==> src/rtl/register_hazard_scoreboard.sv <==
// Decode-stage hazard scoreboard: tracks EX/MEM/WB destinations,
// stalls on load-use, and drives EX forwarding and WB bypass selects.
module register_hazard_scoreboard #(
  parameter int REG_INDEX_WIDTH     = 5,
  parameter int STALL_COUNTER_WIDTH = 32
) (
  input  logic                           clk,
  input  logic                           resetN,
  input  logic                           decodeValid,
  input  logic [REG_INDEX_WIDTH-1:0]     decodeRs1,
  input  logic [REG_INDEX_WIDTH-1:0]     decodeRs2,
  input  logic [REG_INDEX_WIDTH-1:0]     decodeRd,
  input  logic                           decodeUsesRs1,
  input  logic                           decodeUsesRs2,
  input  logic                           decodeWritesRd,
  input  logic                           decodeIsLoad,
  input  logic                           memStall,
  input  logic                           flush,
  output logic                           decodeStall,
  output logic [1:0]                     forwardSelLHS,
  output logic [1:0]                     forwardSelRHS,
  output logic                           decodeBypassLHS,
  output logic                           decodeBypassRHS,
  output logic [STALL_COUNTER_WIDTH-1:0] stallCount
);

  typedef logic [REG_INDEX_WIDTH-1:0] regIdx_t;

  logic    exValid, exWritesRd, exIsLoad;
  logic    exUsesRs1, exUsesRs2;
  regIdx_t exRd, exRs1, exRs2;
  logic    memValid, memWritesRd, memIsLoad;
  regIdx_t memRd;
  logic    wbValid, wbWritesRd, wbIsLoad;
  regIdx_t wbRd;

  logic exQual, memQual, wbQual;
  logic loadUse, issueValid;
  logic unusedLoadFlags;

  // Load flags past EX are kept for visibility only.
  assign unusedLoadFlags = memIsLoad ^ wbIsLoad;

  // x0 writers never participate in hazards.
  assign exQual  = exValid & exWritesRd & (exRd != '0);
  assign memQual = memValid & memWritesRd & (memRd != '0);
  assign wbQual  = wbValid & wbWritesRd & (wbRd != '0);

  assign loadUse = decodeValid & exQual & exIsLoad &
                   ((decodeUsesRs1 & (decodeRs1 == exRd)) |
                    (decodeUsesRs2 & (decodeRs2 == exRd)));

  // Gated by reset so every output reads 0 while held in reset.
  assign decodeStall = resetN & (memStall | loadUse);
  assign issueValid  = decodeValid & ~loadUse & ~flush;

  assign decodeBypassLHS = decodeValid & decodeUsesRs1 &
                           wbQual & (wbRd == decodeRs1);
  assign decodeBypassRHS = decodeValid & decodeUsesRs2 &
                           wbQual & (wbRd == decodeRs2);

  function automatic logic [1:0] fwdSel(
    input logic    uses,
    input regIdx_t rs
  );
    logic [1:0] sel;
    sel = 2'b00;
    if (exValid && uses && memQual && memRd == rs)
      sel = 2'b01;
    else if (wbQual && wbRd == rs)
      sel = 2'b10;
    return sel;
  endfunction

  // EX operand sources, youngest producer first.
  always_comb begin
    forwardSelLHS = fwdSel(exUsesRs1, exRs1);
    forwardSelRHS = fwdSel(exUsesRs2, exRs2);
  end

  // Slot pipeline: freeze on memStall, else shift and issue.
  always_ff @(posedge clk or negedge resetN) begin
    if (!resetN) begin
      exValid     <= 1'b0;
      exWritesRd  <= 1'b0;
      exIsLoad    <= 1'b0;
      exUsesRs1   <= 1'b0;
      exUsesRs2   <= 1'b0;
      exRd        <= '0;
      exRs1       <= '0;
      exRs2       <= '0;
      memValid    <= 1'b0;
      memWritesRd <= 1'b0;
      memIsLoad   <= 1'b0;
      memRd       <= '0;
      wbValid     <= 1'b0;
      wbWritesRd  <= 1'b0;
      wbIsLoad    <= 1'b0;
      wbRd        <= '0;
    end else if (!memStall) begin
      wbValid     <= memValid;
      wbWritesRd  <= memWritesRd;
      wbIsLoad    <= memIsLoad;
      wbRd        <= memRd;
      memValid    <= exValid;
      memWritesRd <= exWritesRd;
      memIsLoad   <= exIsLoad;
      memRd       <= exRd;
      exValid     <= issueValid;
      exWritesRd  <= decodeWritesRd;
      exIsLoad    <= decodeIsLoad;
      exUsesRs1   <= decodeUsesRs1;
      exUsesRs2   <= decodeUsesRs2;
      exRd        <= decodeRd;
      exRs1       <= decodeRs1;
      exRs2       <= decodeRs2;
    end
  end

  // Saturating count of stalled decode cycles.
  always_ff @(posedge clk or negedge resetN) begin
    if (!resetN)
      stallCount <= '0;
    else if (decodeStall && stallCount != '1)
      stallCount <= stallCount + STALL_COUNTER_WIDTH'(1);
  end

endmodule

==> config.mk <==
export PLATFORM = sky130hd
export DESIGN_NAME = register_hazard_scoreboard
export DESIGN_NICKNAME = d
export VERILOG_FILES = /design/src/rtl/register_hazard_scoreboard.sv
export SDC_FILE = /design/constraint.sdc
export NUM_CORES = 1
export LEC_CHECK = 0
export BUFFER_PORTS_ARGS = -buffer_cell sky130_fd_sc_hd__buf_4
export CORE_MARGIN = 2
export CORE_UTILIZATION = 41
export DETAILED_ROUTE_END_ITERATION = 10
export PLACE_DENSITY = 0.68
export RECOVER_POWER = 50
export REMOVE_ABC_BUFFERS = 1
export SLEW_MARGIN = 20
export SYNTH_ARGS = -nofsm -noshare
export SYNTH_HDL_FRONTEND = slang
export SYNTH_SLANG_ARGS = --single-unit
export TNS_END_PERCENT = 100
==> constraint.sdc <==
create_clock -name clk -period 2.3 [get_ports clk]
set_input_delay 0.345 -clock clk [delete_from_list [all_inputs] [get_ports clk]]
set_output_delay 0.345 -clock clk [all_outputs]
set_load 0.05 [all_outputs]
== After elaboration in Yosys (flattened, before gate mapping) ==
Index checks and enable logic that the tools add are counted.

* $mul: 0
* Divide/modulo/power cells: 0
* Reductions and logical operators: 12
* $add $sub $neg: 1
* $lt $le $gt $ge: 0
* Equal/unequal tests: 9
* Shift operators: 0
* Muxes and demuxes: 4
* Bitwise logic cells: 24

{| class="wikitable"
|+ Operators by type and width
! kind !! count
|-
| 5-bit equality test || 8
|-
| 32-bit by 1-bit adder with 32-bit output (second input constant) || 1
|-
| 32-bit != test (second input constant) || 1
|-
| 1-bit AND || 20
|-
| 5-bit nonzero test || 3
|-
| 1-bit logical AND || 9
|-
| 2-bit two-way mux || 4
|-
| 1-bit NOT || 2
|-
| 1-bit OR || 2
|}

* Bits in writable memories: 0
* Bits in read-only memories: 0
* Logic and storage cells: 65
* Bits in latches: 0
* Output and inout bits: 39
* Input port bits: 24
* Memories kept: 0
* Register bits after elaboration: 66

== Depth between registers and ports, before layout ==
* Depth after elaboration: 8
* Depth in mapped cells: 8
* Gate-level depth less buffers: 7

== Worst setup path before layout ==
No wires, ideal clock.

* Kind: flip-flop to output port
* From: register memRd[1]
* To: output port forwardSelLHS[1]
* Arrival: 3.016 ns
* Required time: 1.955 ns
* Cell stages (with the launch flop): 5
* Path buffers: 0
* Path slack: -1.061 ns
* Cell sequence: dfrtp_1 or4_1 o2111ai_1 nor3_1 nor4_1

* Cells in the longest elaborated chain, start to end: 5
* Elaborated cells on any way between the ends: 6
* Classes of those cells: eq/ne: 1; mux: 1; bitwise: 1; reduce/logical: 3

{| class="wikitable"
|+ RTL lines
! what !! RTL line !! source
|-
| start: declaration || 33 || <nowiki>regIdx_t memRd;</nowiki>
|-
| start signal: assignment || 108 || <nowiki>memRd <= exRd;</nowiki>
|-
| 5-bit nonzero test || 46 || <nowiki>assign memQual = memValid & memWritesRd & (memRd != '0);</nowiki>
|-
| 1-bit AND || 46 ||
|-
| 1-bit logical AND || 68 || <nowiki>if (exValid && uses && memQual && memRd == rs)</nowiki>
|-
| 1-bit logical AND * || 68 ||
|-
| 2-bit two-way mux * || 68 ||
|-
| end: declaration || 20 || <nowiki>output logic [1:0] forwardSelLHS,</nowiki>
|}

Mark *: on every way between the ends. The rest lies on a longest branch, timed or not.

== Worst setup path after layout ==
* From: register memRd[3]
* To: output port forwardSelLHS[1]

The elaborated chain is that of the path after synthesis.

==> metrics.json <==
{
  "timing.setup.critical_path_class": "reg2out",
  "synth-seq-cells": 66,
  "maxUsedRoutingLayer": "met4",
  "met1Wirelength_um": 3589,
  "dominant_cells_by_area_after_synthesis": "dfrtp_1, mux2_2, xnor2_1, xor2_1, nand3_1",
  "worst-slew-pin-transition_ns": 1.269,
  "result_of_the_run": "finished with violations",
  "first_pass_iters": 4,
  "unrepaired_setup_endpoints_after_global_routing": "true",
  "crit_path_start": "memRd[3]",
  "finalSetupViolCount": 2,
  "die_x_um": 95.68,
  "antenna_left": 0,
  "least_setup_slack_across_all_paths_after_layout_ns": -0.1210,
  "hp-start": "decodeRd[2]",
  "area_delta_synth_final_pct": 25.60,
  "row_count": 33,
  "worst_slew_margin_rel": 0.1540,
  "critical_path.n_buffers_inverters": 1,
  "clock_path_buffers": 2,
  "yosys.cell_types.count": 44,
  "post_synth.cell_area_avg_um2": 11.41,
  "cp_data_arrival_time_ns": 2.08,
  "initial_core_util": 0.4215,
  "hpwlAfterDp_um": 5816,
  "fmax_achieved_ghz": 0.4131,
  "number_of_clock_buffers_inserted_by_tritoncts": 9,
  "cp_slowest_stage_delay_ns": 0.56,
  "post-route-period-util": 1.053,
  "synth_sequential_area_ratio": 0.4793,
  "violations": "setup timing",
  "startpoint_type": "flip-flop",
  "n_antenna_cell": 0,
  "drv_cap": 0,
  "htreeDepth": 3,
  "launching_point_of_the_worst_reg2reg_path": "exValid",
  "worst_clock_skew_ns": 0.01197,
  "grt_first_pass_wirelength_um": 13120,
  "number_of_antenna_violations_at_the_first_check_in_global_routing": 0,
  "finalNetCount": 405,
  "chipHeight_um": 95.68,
  "tritoncts_num_sinks": 66,
  "fin_util": 0.5294,
  "endpoint_kind": "primary output",
  "post-synth-top-area-fraction": 0.4793,
  "leakage_uw": 0.001889,
  "slowest_stage": "or4_4",
  "cts_tree": "done",
  "drc": 0,
  "grtUsageTotal": 0.1889,
  "gp_routability_congestion": 0.8589,
  "power_density_nw_per_um2": 711.5,
  "drt_iter0_markers": 73,
  "via_per_inst": 5.237,
  "total_power_uw": 3079,
  "syn_area_um2": 3446,
  "vias_in_the_first_global_route": 2609,
  "classification_of_the_worst_slack_hold_path": "in2reg",
  "worstPathCellList": "or4_4 > o2111ai_4 > nor3_2 > nor4_1 > buf_4",
  "crit_fanout": 2,
  "met3_wire_length_um": 417,
  "num_vias": 2561,
  "design.die.area_um2": 9154,
  "finalWorstPathRequiredPeriod_ns": 2.421,
  "number_of_ports_placed_on_the_die_boundary": 63,
  "max_vdd_drop_uv": 337.7,
  "post_detailed_routing_wire_length_um": 7953,
  "grt_max_degree": 51,
  "synth_top_area_cell": "dfrtp_1",
  "post_drt_wl_per_cell_um": 16.26,
  "clk-insertion-delay-late_ns": 0.34,
  "syn_inst": 302,
  "fill_cell_total_of_the_finished_layout": 748,
  "final-max-slew-violation-count": 0,
  "critPathTopFamily": "simple AND/OR/NAND/NOR gates",
  "report.final.hold_viol_count": 0,
  "met2RoutedLength_um": 3906,
  "layout-drive-gt1-share": 0.3620,
  "core_um2": 8175,
  "globalRouteOverflowTotal": 0,
  "required_ns": 1.96,
  "clock_tree.root_cell": "clkbuf_8",
  "port_buffers": 62,
  "synth-warning-count": 0,
  "clkTransAtPathRegs_ns": 0.07
}
-- layout by cell type (no fill, tap or decap), types with 4 or more instances in the layout --
cell type  count
and3_1         6
buf_4         69
clkbuf_1      10
clkbuf_8      11
dfrtp_1       64
mux2_2        35
nand2_1       18
nand3_1       20
nand4_1       16
nor2_1        12
nor3_1         6
nor4_1         4
xnor2_1       45
xor2_1        25
-- stage by stage --
| stage | hold WS, ns | instance area [µm²] | TNS (ns) | std cells | setup slack, ns |
|---|---|---|---|---|---|
| after floorplan | 0.04941 | 3383 | -2.379 | 289 | -1.061 |
| after global placement | 0.1688 | 4063 | -0.1274 | 467 | -0.1274 |
| after detailed placement | 0.1670 | 4063 | -0.08839 | 467 | -0.08839 |
| after CTS | 0.2292 | 4322 | -0.2342 | 485 | -0.1214 |
| after global routing | 0.2309 | 4328 | -0.3667 | 489 | -0.1955 |
| final | 0.2391 | 4328 | -0.2058 | 489 | -0.1210 |
-- area by class of cell --
class | count | area (µm²) | share of cell area
flip-flops and latches | 66 | 1654 | 0.3822
well taps | 105 | 131.4 | 0.03036
repair buffers | 80 | 574.3 | 0.1327
inverters | 3 | 11.26 | 0.002602
clock buffers | 13 | 158.9 | 0.03672
multi-input cells | 220 | 1785 | 0.4125
clock inverters | 2 | 12.51 | 0.002891
-- metal layers --
layer / track usage / vias up
met5: 0 / -
met3: 0.04506 / 5
met1: 0.2528 / 1275
met2: 0.3112 / 68
met4: 0.04286 / 0
li1: - / 1213
-- worst register-to-register path, cell delays in order, from the launching register on --
cell,delay (ns)
dfrtp_1,0.43
nand4_1,0.15
a21oi_1,0.38
o21a_1,0.16
o211a_1,0.34
buf_4,0.24
nand4_1,0.14
xnor2_1,0.15
-- synthesized netlist by cell type, drive strengths merged --
cell type,count
dfrtp,66
xnor2,45
mux2,35
xor2,25
nand3,20
nand2,19
nand4,17
nor2,12
nor3,9
clkbuf,8
and3,7
nor4,7
buf,5
inv,3
and2,2
and4,2
or3,2
a2111oi,1
a21oi,1
a31oi,1
and2b,1
ha,1
nand2b,1
nand3b,1
nand4b,1
nor2b,1
nor4b,1
o2111ai,1
o211a,1
o21a,1
o21ai,1
o22ai,1
o311a,1
or2,1
or4,1
-- state kept, by name, indices dropped and copies added, names as in the netlist, 5 cells and up --
register and flops:
exRd 5, exRs1 5, exRs2 5, memRd 5, stallCount 32, wbRd 5
-- repair_timing --
item	in CTS	in global routing
pin swaps	7	2
hold buffers	1	0
hold endpoints to repair	5	0
setup buffers	2	4
setup endpoints to repair	5	6
resized for setup	10	3
-- where the power goes --
group / internal [µW] / total [µW] / switching, µW
Sequential: 1290 / 1450 / 168
Combinational: 330 / 746 / 416
Clock: 444 / 878 / 435
-- path summary, 6_finish.rpt --
kind,endpoint,slack [ns],cells after the start
worst max-delay path,forwardSelLHS[1],-0.12,5
max in group asynchronous,wbRd[1],0.44,3
worst min register to register,stallCount[13],0.49,1
worst min-delay path,exRd[2],0.24,2
worst max register to register,stallCount[9],0.20,7
min in group asynchronous,exRs2[4],0.36,2
-- logic make-up (layout without fill, tap and decap cells) --
family / count (synthesis) / in the layout / synth area share
buf+inv: 16 / 98 / 0.02142
xor+xnor: 70 / 70 / 0.1779
simple gates: 105 / 105 / 0.1765
compound gates: 9 / 9 / 0.02687
fa+ha+maj: 1 / 1 / 0.003631
mux: 35 / 35 / 0.1144
flops: 66 / 66 / 0.4793
Note: power is estimated with default switching activity, not from simulation.
